**src/rtl/mips_ctrl_pkg.sv**
```systemverilog
`default_nettype none
// ============================================================================
// Module      : mips_ctrl_pkg
// Description : Shared constants for the multicycle MIPS sequencer: opcodes,
//               funct codes, ALU control / aluop codes, mux select codes,
//               FSM state encodings and error codes.
// Revision    : 1.0 - initial release
// ============================================================================
package mips_ctrl_pkg;

  // Opcodes (IR[31:26])
  localparam logic [5:0] OP_RTYPE = 6'b000000;
  localparam logic [5:0] OP_LW    = 6'b100011;
  localparam logic [5:0] OP_SW    = 6'b101011;
  localparam logic [5:0] OP_BEQ   = 6'b000100;
  localparam logic [5:0] OP_ADDI  = 6'b001000;
  localparam logic [5:0] OP_J     = 6'b000010;

  // R-type funct codes (IR[5:0])
  localparam logic [5:0] FN_ADD = 6'b100000;
  localparam logic [5:0] FN_SUB = 6'b100010;
  localparam logic [5:0] FN_SLT = 6'b101010;
  localparam logic [5:0] FN_MUL = 6'b011100;

  // ALU control codes
  localparam logic [2:0] ALU_ADD = 3'b010;
  localparam logic [2:0] ALU_SUB = 3'b100;
  localparam logic [2:0] ALU_SLT = 3'b110;
  localparam logic [2:0] ALU_MUL = 3'b101;

  // aluop: what the FSM asks of the ALU decoder
  localparam logic [1:0] ALUOP_ADD   = 2'b00;
  localparam logic [1:0] ALUOP_SUB   = 2'b01;
  localparam logic [1:0] ALUOP_FUNCT = 2'b10;

  // alu_src_b selects
  localparam logic [1:0] SRCB_B     = 2'b00;
  localparam logic [1:0] SRCB_FOUR  = 2'b01;
  localparam logic [1:0] SRCB_SIMM  = 2'b10;
  localparam logic [1:0] SRCB_SIMM4 = 2'b11;

  // pc_src selects
  localparam logic [1:0] PCSRC_ALU    = 2'b00;
  localparam logic [1:0] PCSRC_ALUOUT = 2'b01;
  localparam logic [1:0] PCSRC_JUMP   = 2'b10;

  // FSM states
  localparam logic [3:0] S_FETCH   = 4'd0;
  localparam logic [3:0] S_DECODE  = 4'd1;
  localparam logic [3:0] S_MEMADR  = 4'd2;
  localparam logic [3:0] S_MEMRD   = 4'd3;
  localparam logic [3:0] S_MEMWB   = 4'd4;
  localparam logic [3:0] S_MEMWR   = 4'd5;
  localparam logic [3:0] S_RTYPEEX = 4'd6;
  localparam logic [3:0] S_RTYPEWB = 4'd7;
  localparam logic [3:0] S_BEQEX   = 4'd8;
  localparam logic [3:0] S_ADDIEX  = 4'd9;
  localparam logic [3:0] S_ADDIWB  = 4'd10;
  localparam logic [3:0] S_JEX     = 4'd11;
  localparam logic [3:0] S_ERR     = 4'd12;

  // Error codes
  localparam logic [1:0] ERR_NONE    = 2'b00;
  localparam logic [1:0] ERR_ILLEGAL = 2'b01;
  localparam logic [1:0] ERR_TIMEOUT = 2'b10;

endpackage
`default_nettype wire

```
**src/rtl/mips_alu_decoder.sv**
```systemverilog
`default_nettype none
// ============================================================================
// Module      : mips_alu_decoder
// Description : Maps (aluop, funct) to the 3-bit ALU control code.
//               Purely combinational.
// Revision    : 1.0 - initial release
// ============================================================================
module mips_alu_decoder
  import mips_ctrl_pkg::*;
(
  input  logic [1:0] aluop,
  input  logic [5:0] funct,
  output logic [2:0] alu_control
);

  // aluop picks add/sub directly; funct is only consulted for R-type execute
  always_comb begin
    alu_control = ALU_ADD;
    case (aluop)
      ALUOP_SUB:   alu_control = ALU_SUB;
      ALUOP_FUNCT: begin
        case (funct)
          FN_ADD:  alu_control = ALU_ADD;
          FN_SUB:  alu_control = ALU_SUB;
          FN_SLT:  alu_control = ALU_SLT;
          FN_MUL:  alu_control = ALU_MUL;
          default: alu_control = ALU_ADD;
        endcase
      end
      default:     alu_control = ALU_ADD;
    endcase
  end

endmodule
`default_nettype wire

```
**src/rtl/mips_multicycle_ctrl.sv**
```systemverilog
`default_nettype none
// ============================================================================
// Module      : mips_multicycle_ctrl
// Description : Multicycle MIPS control FSM with memory ready handshake,
//               wait-state timeout and sticky error trap.
//               Optional macro MC_CTRL_PERF_EN adds perf_retired/perf_stall
//               counters.
// Revision    : 1.0 - initial release
// ============================================================================
module mips_multicycle_ctrl
  import mips_ctrl_pkg::*;
#(
  parameter int TIMEOUT = 16
)(
  input  logic        clk,
  input  logic        rst_n,
  input  logic [5:0]  op,
  input  logic [5:0]  funct,
  input  logic        zero,
  input  logic        mem_ready,
  output logic        mem_rd,
  output logic        mem_wr,
  output logic        iord,
  output logic        ir_wr,
  output logic        pc_en,
  output logic        reg_wr,
  output logic        reg_dst,
  output logic        mem2reg,
  output logic        alu_src_a,
  output logic [1:0]  alu_src_b,
  output logic [1:0]  pc_src,
  output logic [2:0]  alu_control,
  output logic        instr_done,
  output logic [1:0]  err
`ifdef MC_CTRL_PERF_EN
  ,
  output logic [31:0] perf_retired,
  output logic [31:0] perf_stall
`endif
);

  localparam int CW = $clog2(TIMEOUT + 1);
  localparam logic [CW-1:0] CNT_LAST = CW'(TIMEOUT - 1);

  logic [3:0]    state, next_state;
  logic [CW-1:0] wait_cnt, next_cnt;
  logic [1:0]    next_err;
  logic [1:0]    aluop;
  logic          mem_state, timeout;
  logic          mem_rd_c, mem_wr_c, ir_wr_c, pc_en_c, reg_wr_c, done_c;

  assign mem_state = (state == S_FETCH) || (state == S_MEMRD) || (state == S_MEMWR);
  assign timeout   = mem_state && !mem_ready && (wait_cnt == CNT_LAST);

  // State, wait counter and sticky error register
  always_ff @(posedge clk or negedge rst_n) begin
    if (!rst_n) begin
      state    <= S_FETCH;
      wait_cnt <= '0;
      err      <= ERR_NONE;
    end else begin
      state    <= next_state;
      wait_cnt <= next_cnt;
      err      <= next_err;
    end
  end

  // Next-state, timeout trap and wait-counter update
  always_comb begin
    next_state = state;
    next_err   = err;
    case (state)
      S_FETCH:   if (mem_ready) next_state = S_DECODE;
      S_DECODE: begin
        case (op)
          OP_LW, OP_SW: next_state = S_MEMADR;
          OP_RTYPE:     next_state = S_RTYPEEX;
          OP_BEQ:       next_state = S_BEQEX;
          OP_ADDI:      next_state = S_ADDIEX;
          OP_J:         next_state = S_JEX;
          default: begin
            next_state = S_ERR;
            next_err   = ERR_ILLEGAL;
          end
        endcase
      end
      S_MEMADR:  next_state = (op == OP_SW) ? S_MEMWR : S_MEMRD;
      S_MEMRD:   if (mem_ready) next_state = S_MEMWB;
      S_MEMWB:   next_state = S_FETCH;
      S_MEMWR:   if (mem_ready) next_state = S_FETCH;
      S_RTYPEEX: next_state = S_RTYPEWB;
      S_RTYPEWB: next_state = S_FETCH;
      S_BEQEX:   next_state = S_FETCH;
      S_ADDIEX:  next_state = S_ADDIWB;
      S_ADDIWB:  next_state = S_FETCH;
      S_JEX:     next_state = S_FETCH;
      S_ERR:     next_state = S_ERR;
      default:   next_state = S_ERR;
    endcase
    // A ready memory wins over the timeout in the same cycle
    if (timeout) begin
      next_state = S_ERR;
      next_err   = ERR_TIMEOUT;
    end
    next_cnt = wait_cnt;
    if ((next_state != state) &&
        ((next_state == S_FETCH) || (next_state == S_MEMRD) || (next_state == S_MEMWR)))
      next_cnt = '0;
    else if (mem_state && !mem_ready)
      next_cnt = wait_cnt + CW'(1);
  end

  // Per-state datapath controls; anything not set for a state stays 0
  always_comb begin
    mem_rd_c  = 1'b0;
    mem_wr_c  = 1'b0;
    iord      = 1'b0;
    ir_wr_c   = 1'b0;
    pc_en_c   = 1'b0;
    reg_wr_c  = 1'b0;
    reg_dst   = 1'b0;
    mem2reg   = 1'b0;
    alu_src_a = 1'b0;
    alu_src_b = SRCB_B;
    pc_src    = PCSRC_ALU;
    aluop     = ALUOP_ADD;
    done_c    = 1'b0;
    case (state)
      S_FETCH: begin
        mem_rd_c  = 1'b1;
        alu_src_b = SRCB_FOUR;
        ir_wr_c   = mem_ready;
        pc_en_c   = mem_ready;
      end
      S_DECODE:  alu_src_b = SRCB_SIMM4;
      S_MEMADR: begin
        alu_src_a = 1'b1;
        alu_src_b = SRCB_SIMM;
      end
      S_MEMRD: begin
        mem_rd_c = 1'b1;
        iord     = 1'b1;
      end
      S_MEMWB: begin
        reg_wr_c = 1'b1;
        mem2reg  = 1'b1;
        done_c   = 1'b1;
      end
      S_MEMWR: begin
        mem_wr_c = 1'b1;
        iord     = 1'b1;
        done_c   = mem_ready;
      end
      S_RTYPEEX: begin
        alu_src_a = 1'b1;
        aluop     = ALUOP_FUNCT;
      end
      S_RTYPEWB: begin
        reg_wr_c = 1'b1;
        reg_dst  = 1'b1;
        done_c   = 1'b1;
      end
      S_BEQEX: begin
        alu_src_a = 1'b1;
        aluop     = ALUOP_SUB;
        pc_src    = PCSRC_ALUOUT;
        pc_en_c   = zero;
        done_c    = 1'b1;
      end
      S_ADDIEX: begin
        alu_src_a = 1'b1;
        alu_src_b = SRCB_SIMM;
      end
      S_ADDIWB: begin
        reg_wr_c = 1'b1;
        done_c   = 1'b1;
      end
      S_JEX: begin
        pc_src  = PCSRC_JUMP;
        pc_en_c = 1'b1;
        done_c  = 1'b1;
      end
      default: ;
    endcase
  end

  // Strobes are forced low for the whole time reset is asserted
  assign mem_rd     = mem_rd_c & rst_n;
  assign mem_wr     = mem_wr_c & rst_n;
  assign ir_wr      = ir_wr_c  & rst_n;
  assign pc_en      = pc_en_c  & rst_n;
  assign reg_wr     = reg_wr_c & rst_n;
  assign instr_done = done_c   & rst_n;

  mips_alu_decoder u_alu_dec (
    .aluop       (aluop),
    .funct       (funct),
    .alu_control (alu_control)
  );

`ifdef MC_CTRL_PERF_EN
  // Retired-instruction and memory-stall counters, frozen once trapped
  always_ff @(posedge clk or negedge rst_n) begin
    if (!rst_n) begin
      perf_retired <= '0;
      perf_stall   <= '0;
    end else if (state != S_ERR) begin
      if (done_c)
        perf_retired <= perf_retired + 32'd1;
      if (mem_state && !mem_ready)
        perf_stall <= perf_stall + 32'd1;
    end
  end
`endif

endmodule
`default_nettype wire

```
**config.mk**
```make
export PLATFORM = sky130hd
export DESIGN_NAME = mips_multicycle_ctrl
export DESIGN_NICKNAME = d
export VERILOG_FILES = /design/src/rtl/mips_ctrl_pkg.sv /design/src/rtl/mips_alu_decoder.sv /design/src/rtl/mips_multicycle_ctrl.sv
export SDC_FILE = /design/constraint.sdc
export NUM_CORES = 1
export LEC_CHECK = 0
export CORE_AREA = 3 3 54 61
export CTS_BUF_LIST = sky130_fd_sc_hd__clkbuf_8
export DETAILED_ROUTE_END_ITERATION = 7
export DIE_AREA = 0 0 57 64
export PLACE_DENSITY = 0.75
export SYNTH_ARGS = -nofsm -noshare
export SYNTH_HDL_FRONTEND = slang
export SYNTH_SLANG_ARGS = --single-unit
```
**constraint.sdc**
```tcl
create_clock -name clk -period 3.8 [get_ports clk]
set_clock_uncertainty 0.2 [all_clocks]
set_input_delay 0.76 -clock clk [delete_from_list [all_inputs] [get_ports clk]]
set_output_delay 0.76 -clock clk [all_outputs]
set_load 0.01 [all_outputs]
```
==> reports/summary.md <==
* **outcome** completed
* **Flop pwr share** 44.4%
* **part of the power in the clock network** 42.0%
* **share of the synthesized netlist area taken by xor and xnor gates** 4.35%
* **global-route wire length before repair** 5220 um
* **clock input transition at the sequential cells of the worst setup and hold paths** 0.05 ns
* **basic-gate share of the synthesized area counting and, or, nand and nor cells** 34.9%
* **wire length after detailed routing** 3060 um
* **initial antenna violation count** 0
* **pin count of the biggest net entering global routing** 21
* **headroom to the max-slew limit** 61.1%
* **Setup TNS** 0 ns
* **overall die area** 0.00365 sq mm
* **most frequent cell on the critical path** sky130_fd_sc_hd__clkdlybuf4s50_1
* **worst min-delay path category** reg2reg
* **dpl hpwl** 2430 um
* **startpoint-to-endpoint class of the critical path** in2out
* **clock insertion delay at the later pin of the skew report** 0.24 ns
* **worst setup timing slack at the placement stage** 0.354 ns
* **share of the clock period used by the worst path** 91.0%
* **total of fill cells in the finished design** 249
* **WL/cell** 14.3 um
* **num rows** 20
* **count of buffers from port buffering** 34
* **number of hold violations in the final report** 0
* **buffers inserted during post-CTS setup optimization** 0
* **Layout Nets** 201
* **buffer levels on the longest clock path** 2
* **dominant cell type by area after synthesis** sky130_fd_sc_hd__dfrtp_1
* **die width** 57 um
* **Switching Power** 0.0000572 W
* **max-cap violations** 0
* **via count** 1208
* **crit end category** output pin
* **post-synthesis adder-cell area fraction** 5.07%
* **data required time of the critical path** 2.84 ns
* **peak supply drop** 0.206 mV
* **leakage power** 0.636 nW
* **instance area at placement** 0.00156 sq mm
* **worst path buffer plus inverter count** 2
* **via count of the first global-routing pass** 1214
* **cell count after synthesis** 146
* **Worst path slowest cell** sky130_fd_sc_hd__clkdlybuf4s50_1
* **detailed-route vias per instance** 5.67
* **remaining antenna violation count after routing** 0
* **cell internal power dissipation** 0.000210 W
* **clk root buf** sky130_fd_sc_hd__clkbuf_8
* **sequential-to-total area share from yosys stat** 22.8%
* **residual overflow from global routing** 0
* **number of enable-type register cells in the synthesized netlist** 0
* **highest cell delay on the worst timing path** 0.68 ns
* **remaining design rule violation count** 0
* **crit-path leading delay family** buffers and inverters
* **Pwr per Cell Area** 167 mW/mm^2
* **area of all placed cells without fillers** 0.00160 sq mm
* **share of flip-flops with an asynchronous set or reset** 100%
* **hold_ws** 0.331 ns
* **height of the die** 64 um
* **post-synth cell types** 52
* **ranking of synthesized cells by area** sky130_fd_sc_hd__dfrtp_1 23%, sky130_fd_sc_hd__ha_1 4.1%, sky130_fd_sc_hd__buf_6 3.7%
* **Setup crit start kind** primary input
* **RSZ-0062 raised after global routing** no
* **fraction of layout instances using a drive strength above 1** 13.3%
* **hold-fix buffers at CTS** 0
* **max-slew violations** 0
* **endpoint arrival time on the critical path** 2.50 ns
* **area growth from synthesis to layout** 32.5%
* **Syn Area/Cell** 8.28 sq um
* **aggregate global-route resource usage** 17.1%
* **dominant register cell in the synthesized netlist** sky130_fd_sc_hd__dfrtp_1
* **Detailed Route Iter0 Violations** 33
* **H-tree lvl count** 1
* **synthesized cell area** 0.00121 sq mm
* **Synth Area in Compound Gates** 22.3%
* **top-level port count** 35
* **Critical Path, Cell by Cell** clkdlybuf4s50_1 > mux2i_1 > nor2_1 > a31oi_1 > nor3b_1 > clkdlybuf4s50_1
* **final critical delay including setup and external delays** 3.46 ns
* **final setup vio count** 0
* **count of clock tree sinks** 11
* **peak clock frequency supported by timing** 0.289 GHz
* **starting density of the core** 43.9%
* **clock tree from TritonCTS** yes
* **final weighted congestion in routability-driven placement** 0.884
* **total of warnings raised by yosys** 0
* **Comb power frac** 13.6%
* **Worst Path Max Fanout** 9
* **first drt pass iteration count** 4
* **slew at the pin closest to its max-slew limit** 0.579 ns
* **final core utilization** 58.2%
* **Core Region** 0.00275 sq mm
* **post-route setup slack** 0.340 ns
* **Sw Ratio** 21.4%
* **Num CTS Buffers** 3
* **multiplexer share of the synthesized area** 2.59%
* **Ant. Diodes** 0
* **count of state elements after synthesis** 11
* **Synthesized Nets** 166
* **post-synth top area share** 22.8%
* **combinational family with the most area after synthesis** simple AND/OR/NAND/NOR gates
* **post-CTS resize count** 0
state kept, by name (all words and copies together), names as in the netlist:
| name | flops |
|---|---|
| err | 2 |
| state | 4 |
| wait_cnt | 5 |
area by class of cell:
class                   count  area (sq um)  share of cell area (%)
repair buffers             39           378                    23.6
clock inverters             1          3.75                   0.234
inverters                   7          26.3                    1.64
multi-input cells         119           836                    52.2
flip-flops and latches     11           275                    17.2
clock buffers               3          41.3                    2.58
well taps                  33          41.3                    2.58
per-stage QoR:
stage / std cells / power [W]
6_report: 213 / 0.000268
5_1_grt: 213 / 0.000279
4_1_cts: 213 / 0.000271
3_5_place_dp: 209 / 0.000157
3_3_place_gp: 209 / 0.000156
2_1_floorplan: 146 / 0.000131
worst paths after layout:
check / to / startpoint / cells after the start / slack, ns
setup reg to reg: wait_cnt[1] / state[2] / 6 / 1.56
max in group asynchronous: state[2] / rst_n / 2 / 2.46
setup / recovery: pc_en / mem_ready / 6 / 0.34
hold reg to reg: err[0] / err[0] / 1 / 0.33
hold / removal: err[0] / err[0] / 1 / 0.33
min in group asynchronous: state[0] / rst_n / 2 / 0.79
cell usage in the layout, fill, tap and decap left out, types with 3 or more instances in the layout:
cell,count
sky130_fd_sc_hd__dfrtp_1,11
sky130_fd_sc_hd__clkdlybuf4s50_1,34
sky130_fd_sc_hd__a21oi_1,6
sky130_fd_sc_hd__nand3_1,5
sky130_fd_sc_hd__clkbuf_8,3
sky130_fd_sc_hd__nand2b_1,7
sky130_fd_sc_hd__nand2_1,9
sky130_fd_sc_hd__nor2_1,10
sky130_fd_sc_hd__ha_1,4
sky130_fd_sc_hd__inv_1,8
sky130_fd_sc_hd__nor3b_1,4
sky130_fd_sc_hd__nor3_1,6
sky130_fd_sc_hd__a31oi_1,6
sky130_fd_sc_hd__o21ai_0,7
sky130_fd_sc_hd__xor2_1,4
sky130_fd_sc_hd__and3_1,6
sky130_fd_sc_hd__nor2b_1,6
sky130_fd_sc_hd__buf_4,5
cells by family after synthesis:
group / Yosys count
fa+ha+maj: 5
flops: 11
buf+inv: 16
simple gates: 70
xor+xnor: 6
mux: 3
compound gates: 35
power groups by stage:
stage	clock, W	sequential (W)	combinational [W]
after floorplan	0	0.000121	0.0000100
after global placement	0	0.000121	0.0000351
after detailed placement	0	0.000121	0.0000364
after CTS	0.000116	0.000119	0.0000366
after global routing	0.000121	0.000119	0.0000391
final	0.000112	0.000119	0.0000364
synth_stat cells, drive strengths merged, types with 2 or more instances:
cell type and n:
a2111oi 2, a21oi 6, a31oi 6, and2 2, and3 6, buf 7, clkbuf 2, dfrtp 11
ha 4, inv 7, mux2i 2, nand2 9, nand2b 7, nand3 5, nor2 11, nor2b 7
nor3 6, nor3b 4, nor4 2, nor4bb 2, o21ai 9, o22ai 2, or2 3, or3 2
xnor2 2, xor2 4
per-layer routing:
layer  GRT usage [%]  routed length, um
met5               0                  0
met4            5.22                 34
met3            2.42                204
met2            31.4               1490
met1            20.0               1330
worst reg2reg max path, delay by kind of cell, from the launching register on:
family | cells | cell delay (ns)
AO/OA/AOI/OAI | 5 | 1.20
flip-flops | 1 | 0.44
buffers and inverters | 1 | 0.25
No activity file was read; power rests on OpenSTA's default activity.
